## src/rtl/fetch_stage_if.sv

```systemverilog
// Bundle of the fetch stage's pipeline-control, instruction-memory and IF/ID signals.
// The master side is the fetch stage; the slave side is the surrounding pipeline/memory.
interface fetch_stage_if #(
   parameter int ADDR_W = 32,
   parameter int INST_W = 32
);
   logic              stall_i;
   logic              flush_i;
   logic [ADDR_W-1:0] branch_pc_i;
   logic              imem_req_o;
   logic [ADDR_W-1:0] imem_addr_o;
   logic              imem_ack_i;
   logic [INST_W-1:0] imem_data_i;
   logic [ADDR_W-1:0] pc_o;
   logic [ADDR_W-1:0] IF_ID_pc_o;
   logic [INST_W-1:0] IF_ID_inst_o;
   logic              IF_ID_valid_o;
   logic              fetch_busy_o;

   modport master (
      input  stall_i, flush_i, branch_pc_i, imem_ack_i, imem_data_i,
      output imem_req_o, imem_addr_o, pc_o, IF_ID_pc_o, IF_ID_inst_o,
             IF_ID_valid_o, fetch_busy_o
   );

   modport slave (
      output stall_i, flush_i, branch_pc_i, imem_ack_i, imem_data_i,
      input  imem_req_o, imem_addr_o, pc_o, IF_ID_pc_o, IF_ID_inst_o,
             IF_ID_valid_o, fetch_busy_o
   );
endinterface

```

## src/rtl/fetch_stage.sv

```systemverilog
// MIPS instruction-fetch stage with IF/ID register, skid buffer for stalled acks
// and a redirect state that drains a stale outstanding fetch after a branch flush.
module fetch_stage #(
   parameter int                ADDR_W   = 32,
   parameter int                INST_W   = 32,
   parameter logic [ADDR_W-1:0] RESET_PC = '0
) (
   input logic         clk_i,
   input logic         rst_i,
   fetch_stage_if.master bus
);
   typedef enum logic [1:0] {FETCH, HOLD, REDIRECT} state_t;

   state_t            state, state_n;
   logic [ADDR_W-1:0] pc, pc_n;
   logic [ADDR_W-1:0] if_id_pc, if_id_pc_n;
   logic [INST_W-1:0] if_id_inst, if_id_inst_n;
   logic              if_id_valid, if_id_valid_n;
   logic [INST_W-1:0] skid, skid_n;
   logic [ADDR_W-1:0] stale_addr, stale_addr_n;
   logic [ADDR_W-1:0] pc_plus4;

   assign pc_plus4 = pc + ADDR_W'(4);

   // NOTE: every state register, including the skid word, has a reset value so
   // no X can leak onto IF/ID even though the skid content is gated by state.
   always_ff @(posedge clk_i or negedge rst_i) begin
      if (!rst_i) begin
         state       <= FETCH;
         pc          <= RESET_PC;
         if_id_pc    <= '0;
         if_id_inst  <= '0;
         if_id_valid <= 1'b0;
         skid        <= '0;
         stale_addr  <= '0;
      end else begin
         // NOTE: non-blocking assignments so all registers update from the same
         // pre-edge values regardless of statement order.
         state       <= state_n;
         pc          <= pc_n;
         if_id_pc    <= if_id_pc_n;
         if_id_inst  <= if_id_inst_n;
         if_id_valid <= if_id_valid_n;
         skid        <= skid_n;
         stale_addr  <= stale_addr_n;
      end
   end

   always_comb begin
      // NOTE: every variable is defaulted to its held value first, so no path
      // through the case leaves one unassigned and no latch is inferred.
      state_n       = state;
      pc_n          = pc;
      if_id_pc_n    = if_id_pc;
      if_id_inst_n  = if_id_inst;
      if_id_valid_n = if_id_valid;
      skid_n        = skid;
      stale_addr_n  = stale_addr;

      if (bus.flush_i) begin
         pc_n          = bus.branch_pc_i;
         if_id_inst_n  = '0;
         if_id_valid_n = 1'b0;
         unique case (state)
            FETCH: begin
               if (!bus.imem_ack_i) begin
                  stale_addr_n = pc;
                  state_n      = REDIRECT;
               end else begin
                  state_n = FETCH;
               end
            end
            // A stale ack landing with a repeated flush completes the drain.
            REDIRECT: state_n = bus.imem_ack_i ? FETCH : REDIRECT;
            default:  state_n = FETCH;
         endcase
      end else begin
         unique case (state)
            FETCH: begin
               if (bus.imem_ack_i) begin
                  if (bus.stall_i) begin
                     skid_n  = bus.imem_data_i;
                     state_n = HOLD;
                  end else begin
                     if_id_pc_n    = pc_plus4;
                     if_id_inst_n  = bus.imem_data_i;
                     if_id_valid_n = 1'b1;
                     pc_n          = pc_plus4;
                  end
               end else if (!bus.stall_i) begin
                  if_id_inst_n  = '0;
                  if_id_valid_n = 1'b0;
               end
            end
            HOLD: begin
               // Acks here are protocol errors: req is low, so they are ignored.
               if (!bus.stall_i) begin
                  if_id_pc_n    = pc_plus4;
                  if_id_inst_n  = skid;
                  if_id_valid_n = 1'b1;
                  pc_n          = pc_plus4;
                  state_n       = FETCH;
               end
            end
            REDIRECT: begin
               if (bus.imem_ack_i) state_n = FETCH;
            end
            default: state_n = FETCH;
         endcase
      end
   end

   assign bus.imem_req_o    = (state == FETCH) || (state == REDIRECT);
   assign bus.imem_addr_o   = (state == REDIRECT) ? stale_addr : pc;
   assign bus.fetch_busy_o  = ((state == FETCH) && !bus.imem_ack_i) || (state == REDIRECT);
   assign bus.pc_o          = pc;
   assign bus.IF_ID_pc_o    = if_id_pc;
   assign bus.IF_ID_inst_o  = if_id_inst;
   assign bus.IF_ID_valid_o = if_id_valid;
endmodule

```

## src/flat_wrapper.sv

```systemverilog
// flat-port wrapper written by rule: the top's interface ports become plain ports
module fetch_stage_flat 
#(
   parameter int                ADDR_W   = 32,
   parameter int                INST_W   = 32,
   parameter logic [ADDR_W-1:0] RESET_PC = '0
)
  (clk_i, rst_i, bus_stall_i, bus_flush_i, bus_branch_pc_i, bus_imem_ack_i, bus_imem_data_i, bus_imem_req_o, bus_imem_addr_o, bus_pc_o, bus_IF_ID_pc_o, bus_IF_ID_inst_o, bus_IF_ID_valid_o, bus_fetch_busy_o);
  fetch_stage_if #(.ADDR_W(ADDR_W), .INST_W(INST_W)) bus_i ();
  input logic clk_i;
  input logic rst_i;
  input wire logic [$bits(bus_i.stall_i)-1:0] bus_stall_i;
  input wire logic [$bits(bus_i.flush_i)-1:0] bus_flush_i;
  input wire logic [$bits(bus_i.branch_pc_i)-1:0] bus_branch_pc_i;
  input wire logic [$bits(bus_i.imem_ack_i)-1:0] bus_imem_ack_i;
  input wire logic [$bits(bus_i.imem_data_i)-1:0] bus_imem_data_i;
  output wire logic [$bits(bus_i.imem_req_o)-1:0] bus_imem_req_o;
  output wire logic [$bits(bus_i.imem_addr_o)-1:0] bus_imem_addr_o;
  output wire logic [$bits(bus_i.pc_o)-1:0] bus_pc_o;
  output wire logic [$bits(bus_i.IF_ID_pc_o)-1:0] bus_IF_ID_pc_o;
  output wire logic [$bits(bus_i.IF_ID_inst_o)-1:0] bus_IF_ID_inst_o;
  output wire logic [$bits(bus_i.IF_ID_valid_o)-1:0] bus_IF_ID_valid_o;
  output wire logic [$bits(bus_i.fetch_busy_o)-1:0] bus_fetch_busy_o;
  assign bus_i.stall_i = bus_stall_i;
  assign bus_i.flush_i = bus_flush_i;
  assign bus_i.branch_pc_i = bus_branch_pc_i;
  assign bus_i.imem_ack_i = bus_imem_ack_i;
  assign bus_i.imem_data_i = bus_imem_data_i;
  assign bus_imem_req_o = bus_i.imem_req_o;
  assign bus_imem_addr_o = bus_i.imem_addr_o;
  assign bus_pc_o = bus_i.pc_o;
  assign bus_IF_ID_pc_o = bus_i.IF_ID_pc_o;
  assign bus_IF_ID_inst_o = bus_i.IF_ID_inst_o;
  assign bus_IF_ID_valid_o = bus_i.IF_ID_valid_o;
  assign bus_fetch_busy_o = bus_i.fetch_busy_o;
  fetch_stage #(.ADDR_W(ADDR_W), .INST_W(INST_W), .RESET_PC(RESET_PC)) u_core (.clk_i(clk_i), .rst_i(rst_i), .bus(bus_i));
endmodule
```

## config.mk

```make
export PLATFORM = sky130hd
export DESIGN_NAME = fetch_stage_flat
export DESIGN_NICKNAME = d
export VERILOG_FILES = /design/src/rtl/fetch_stage_if.sv /design/src/rtl/fetch_stage.sv /design/src/flat_wrapper.sv
export SDC_FILE = /design/constraint.sdc
export NUM_CORES = 1
export LEC_CHECK = 0
export BUFFER_PORTS_ARGS = -buffer_cell sky130_fd_sc_hd__clkbuf_2
export CORE_AREA = 5 5 157 159
export CTS_CLUSTER_DIAMETER = 200
export CTS_CLUSTER_SIZE = 8
export DETAILED_ROUTE_END_ITERATION = 7
export DIE_AREA = 0 0 162 164
export HOLD_SLACK_MARGIN = 0.05
export PLACE_DENSITY = 0.55
export REMOVE_ABC_BUFFERS = 1
export SLEW_MARGIN = 20
export SYNTH_ARGS = -nofsm -noshare
export SYNTH_HDL_FRONTEND = slang
export SYNTH_SLANG_ARGS = --single-unit
```

## constraint.sdc

```tcl
create_clock -name clk_i -period 2.4 [get_ports clk_i]
set_clock_uncertainty 0.2 [all_clocks]
set_input_delay 0.48 -clock clk_i [delete_from_list [all_inputs] [get_ports clk_i]]
set_output_delay 0.48 -clock clk_i [all_outputs]
set_load 0.05 [all_outputs]
```

==> impl_metrics.toml <==
[detailed_routing]
drt_iter0_drc = 280
first_pass_iters = 4
wl_per_cell_um = 18.7
routed-via-count = 6736
routed_via_density = 5.22
route.detailed.drc = 0
drt-total-wl_mm = 24.1
drtAntennaViolNets = 0

[clock_network]
cts-buffers-inserted = 17
cts_buffer_depth = 2
htreeDepth = 4
numClockSinks = 163
cts_tree = "done"
clk_pin_slew_worst_paths_ns = 0.06
clk_latency_ns = 0.42
root_buffer = "clkbuf_16"

[sta]
tns_ns = -0.506
tightestPinTransition_ns = 0.490
slew_headroom = 0.671
fmax_ghz = 0.403
maxSlewViolCount = 0
rsz0062_at_grt = "true"
worst_slack_ns = -0.0799
setup_violations = 20
holdWs_ns = 0.0768
fin_crit_sh = 1.03
period_minus_slack_ns = 2.48
hold_violations = 0

[placed_design]
hpwl_mm = 16.6
postPlaceCellArea_um2 = 9540
port_buffers = 199
place.gp.congestion = 0.829

[floorplan]
dieArea_um2 = 26600
start_util = 0.343
dieHeight_um = 164
ios = 200
rows = 56
die_w_um = 162
core_um2 = 23100

[worst_setup_path]
path_cells = "inv_2 > nor2_4 > buf_12 > buf_16 > mux2_4 > clkbuf_16"
cp-start-kind = "flip-flop"
slowest_delay_ns = 0.36
cp_slowest_cell = "dfrtp_1"
crit_fanout = 6
end_kind = "output port"
cp.arrival_ns = 1.80
required_ns = 1.72
path_class = "flip-flop to output port"

[synth]
synth_top_area_cell = "dfrtp_1"
seq_area_frac_synth = 0.514
yosys_warnings = 0
netlist_instances = 776
yosys-top-cells-area = "dfrtp_1 51%, mux2_2 13%, o21ai_0 4.2%"
synth.distinct_cells = 39
netlist_area_um2 = 7930
ys_ff_latch = 163
synth.avg_cell_area_um2 = 10.2
synth_top_area_frac = 0.514

[grt]
grt-ovfl-total = 0
grt_pass1_vias = 6919
grt_antenna_before_repair = 1
grt_pass1_wl_mm = 38.6
grt_use_total = 0.184
grt_max_degree = 45

[power]
swShare = 0.351
switchingPower_mw = 3.34
p_leak_nw = 4.86
ir_drop_mv = 0.481
power.share.sequential = 0.372
clockPowerShare = 0.311
p_per_area_nw_per_um2 = 883
p_int_mw = 6.17
comb_power_share = 0.316

[final_layout]
layout-drive-gt1-share = 0.412
final_common_cell = "clkbuf_2"
postLayoutCellArea_um2 = 10800
final_nets = 1057
diodes = 0
syn_to_final_growth_pct = 35.8
final_cell_mix = "166 x clkbuf_2, 161 x dfrtp_1, 83 x nand2_1"

[outcome]
violations = "setup timing"
outcome = "complete, but fails checks"

[worst_hold_path]
hp-class = "primary input to flip-flop"

[run]
drv_cap = 0
-- power by group through the flow --
stage          logic (mW)  registers [mW]  clock network [mW]
2_1_floorplan        1.12            4.28                   0
3_3_place_gp         2.65            3.57                   0
3_5_place_dp         2.68            3.58                   0
4_1_cts              2.94            3.54                3.05
5_1_grt              3.21            3.61                3.16
6_report             3.01            3.54                2.96
-- cell type report --
cell class	count	area, um^2
well taps	290	363
clock buffers	21	470
repair buffers	266	1980
fillers	2195	12300
multi-input cells	533	3680
flip-flops and latches	163	4080
inverters	6	22.5
clock inverters	11	174
-- per-layer routing --
layer,track usage,wire [um]
met3,0.0622,1640
met5,0,11
met4,0.0388,250
met1,0.254,11100
met2,0.285,11100
-- path summary, 6_finish.rpt --
path | startpoint | endpoint | slack [ns] | cells past startpoint
min in group asynchronous | rst_i | u_core.bus.IF_ID_inst_o[10] | 0.36 | 2
max reg2reg | u_core.bus.pc_o[3] | u_core.bus.IF_ID_pc_o[26] | 0.11 | 6
max | u_core.state[1] | bus_imem_addr_o[11] | -0.08 | 6
max in group asynchronous | rst_i | u_core.state[0] | 0.97 | 3
min reg2reg | u_core.bus.IF_ID_inst_o[29] | u_core.bus.IF_ID_inst_o[29] | 0.28 | 2
min | bus_branch_pc_i[14] | u_core.bus.pc_o[14] | 0.08 | 3
-- stage by stage --
stage	instances	util	worst slack, ns	power (mW)
floorplan	702	-	-2.06	5.40
global placement	1250	0.412	0.114	6.22
detailed placement	1250	0.412	0.0734	6.26
CTS	1288	0.461	-0.128	9.52
global route	1290	0.466	-0.174	9.97
finish	1290	0.466	-0.0799	9.51
-- timing repair --
action	CTS	global route
hold endpoints to repair	41	0
hold buffers	2	0
pin swaps	1	2
setup endpoints to repair	32	40
setup buffers	2	2
cloned	2	0
gates resized for setup	91	52
-- state kept, by name, summed over array words and instances (netlist names) --
name / flops
u_core.bus.IF_ID_inst_o: 32
u_core.bus.IF_ID_pc_o: 32
u_core.bus.IF_ID_valid_o: 1
u_core.bus.pc_o: 32
u_core.skid: 32
u_core.stale_addr: 32
u_core.state: 2
-- cell families after synthesis --
family,share of synthesized area
simple gates,0.167
buf+inv,0.0434
fa+ha+maj,0.00158
flops,0.514
compound gates,0.117
mux,0.136
xor+xnor,0.0210
-- cells in the mapped netlist --
library cell and instances:
nor2_1 36, o211ai_1 6, clkbuf_1 52, and2_1 1, mux2i_1 1, nor2b_1 2
a31o_2 1, and3_1 35, a21oi_1 35, inv_1 5, a211o_1 2, xnor2_1 14
clkbuf_2 2, o311a_1 2, xor2_1 5, ha_1 1, nor3_1 10, or3_1 11
nand2_1 86, nand3_1 20, or4_1 29, or2_2 3, nand4_4 1, buf_4 7
mux2_2 95, clkinv_1 1, nor4_1 3, a31oi_1 26, buf_1 1, nand2b_1 1
o31ai_1 17, or2_0 1, o21ai_0 67, nand4_1 15, a22oi_1 2, buf_2 12
a221o_1 2, and4_1 3, dfrtp_1 163
-- critical path: cells and delay by family, from the launching register on --
family,cells,cell delay [ns]
buf+inv,4,0.51
flops,1,0.36
mux,1,0.31
simple gates,1,0.20
Note: power is estimated with default switching activity, not from simulation.
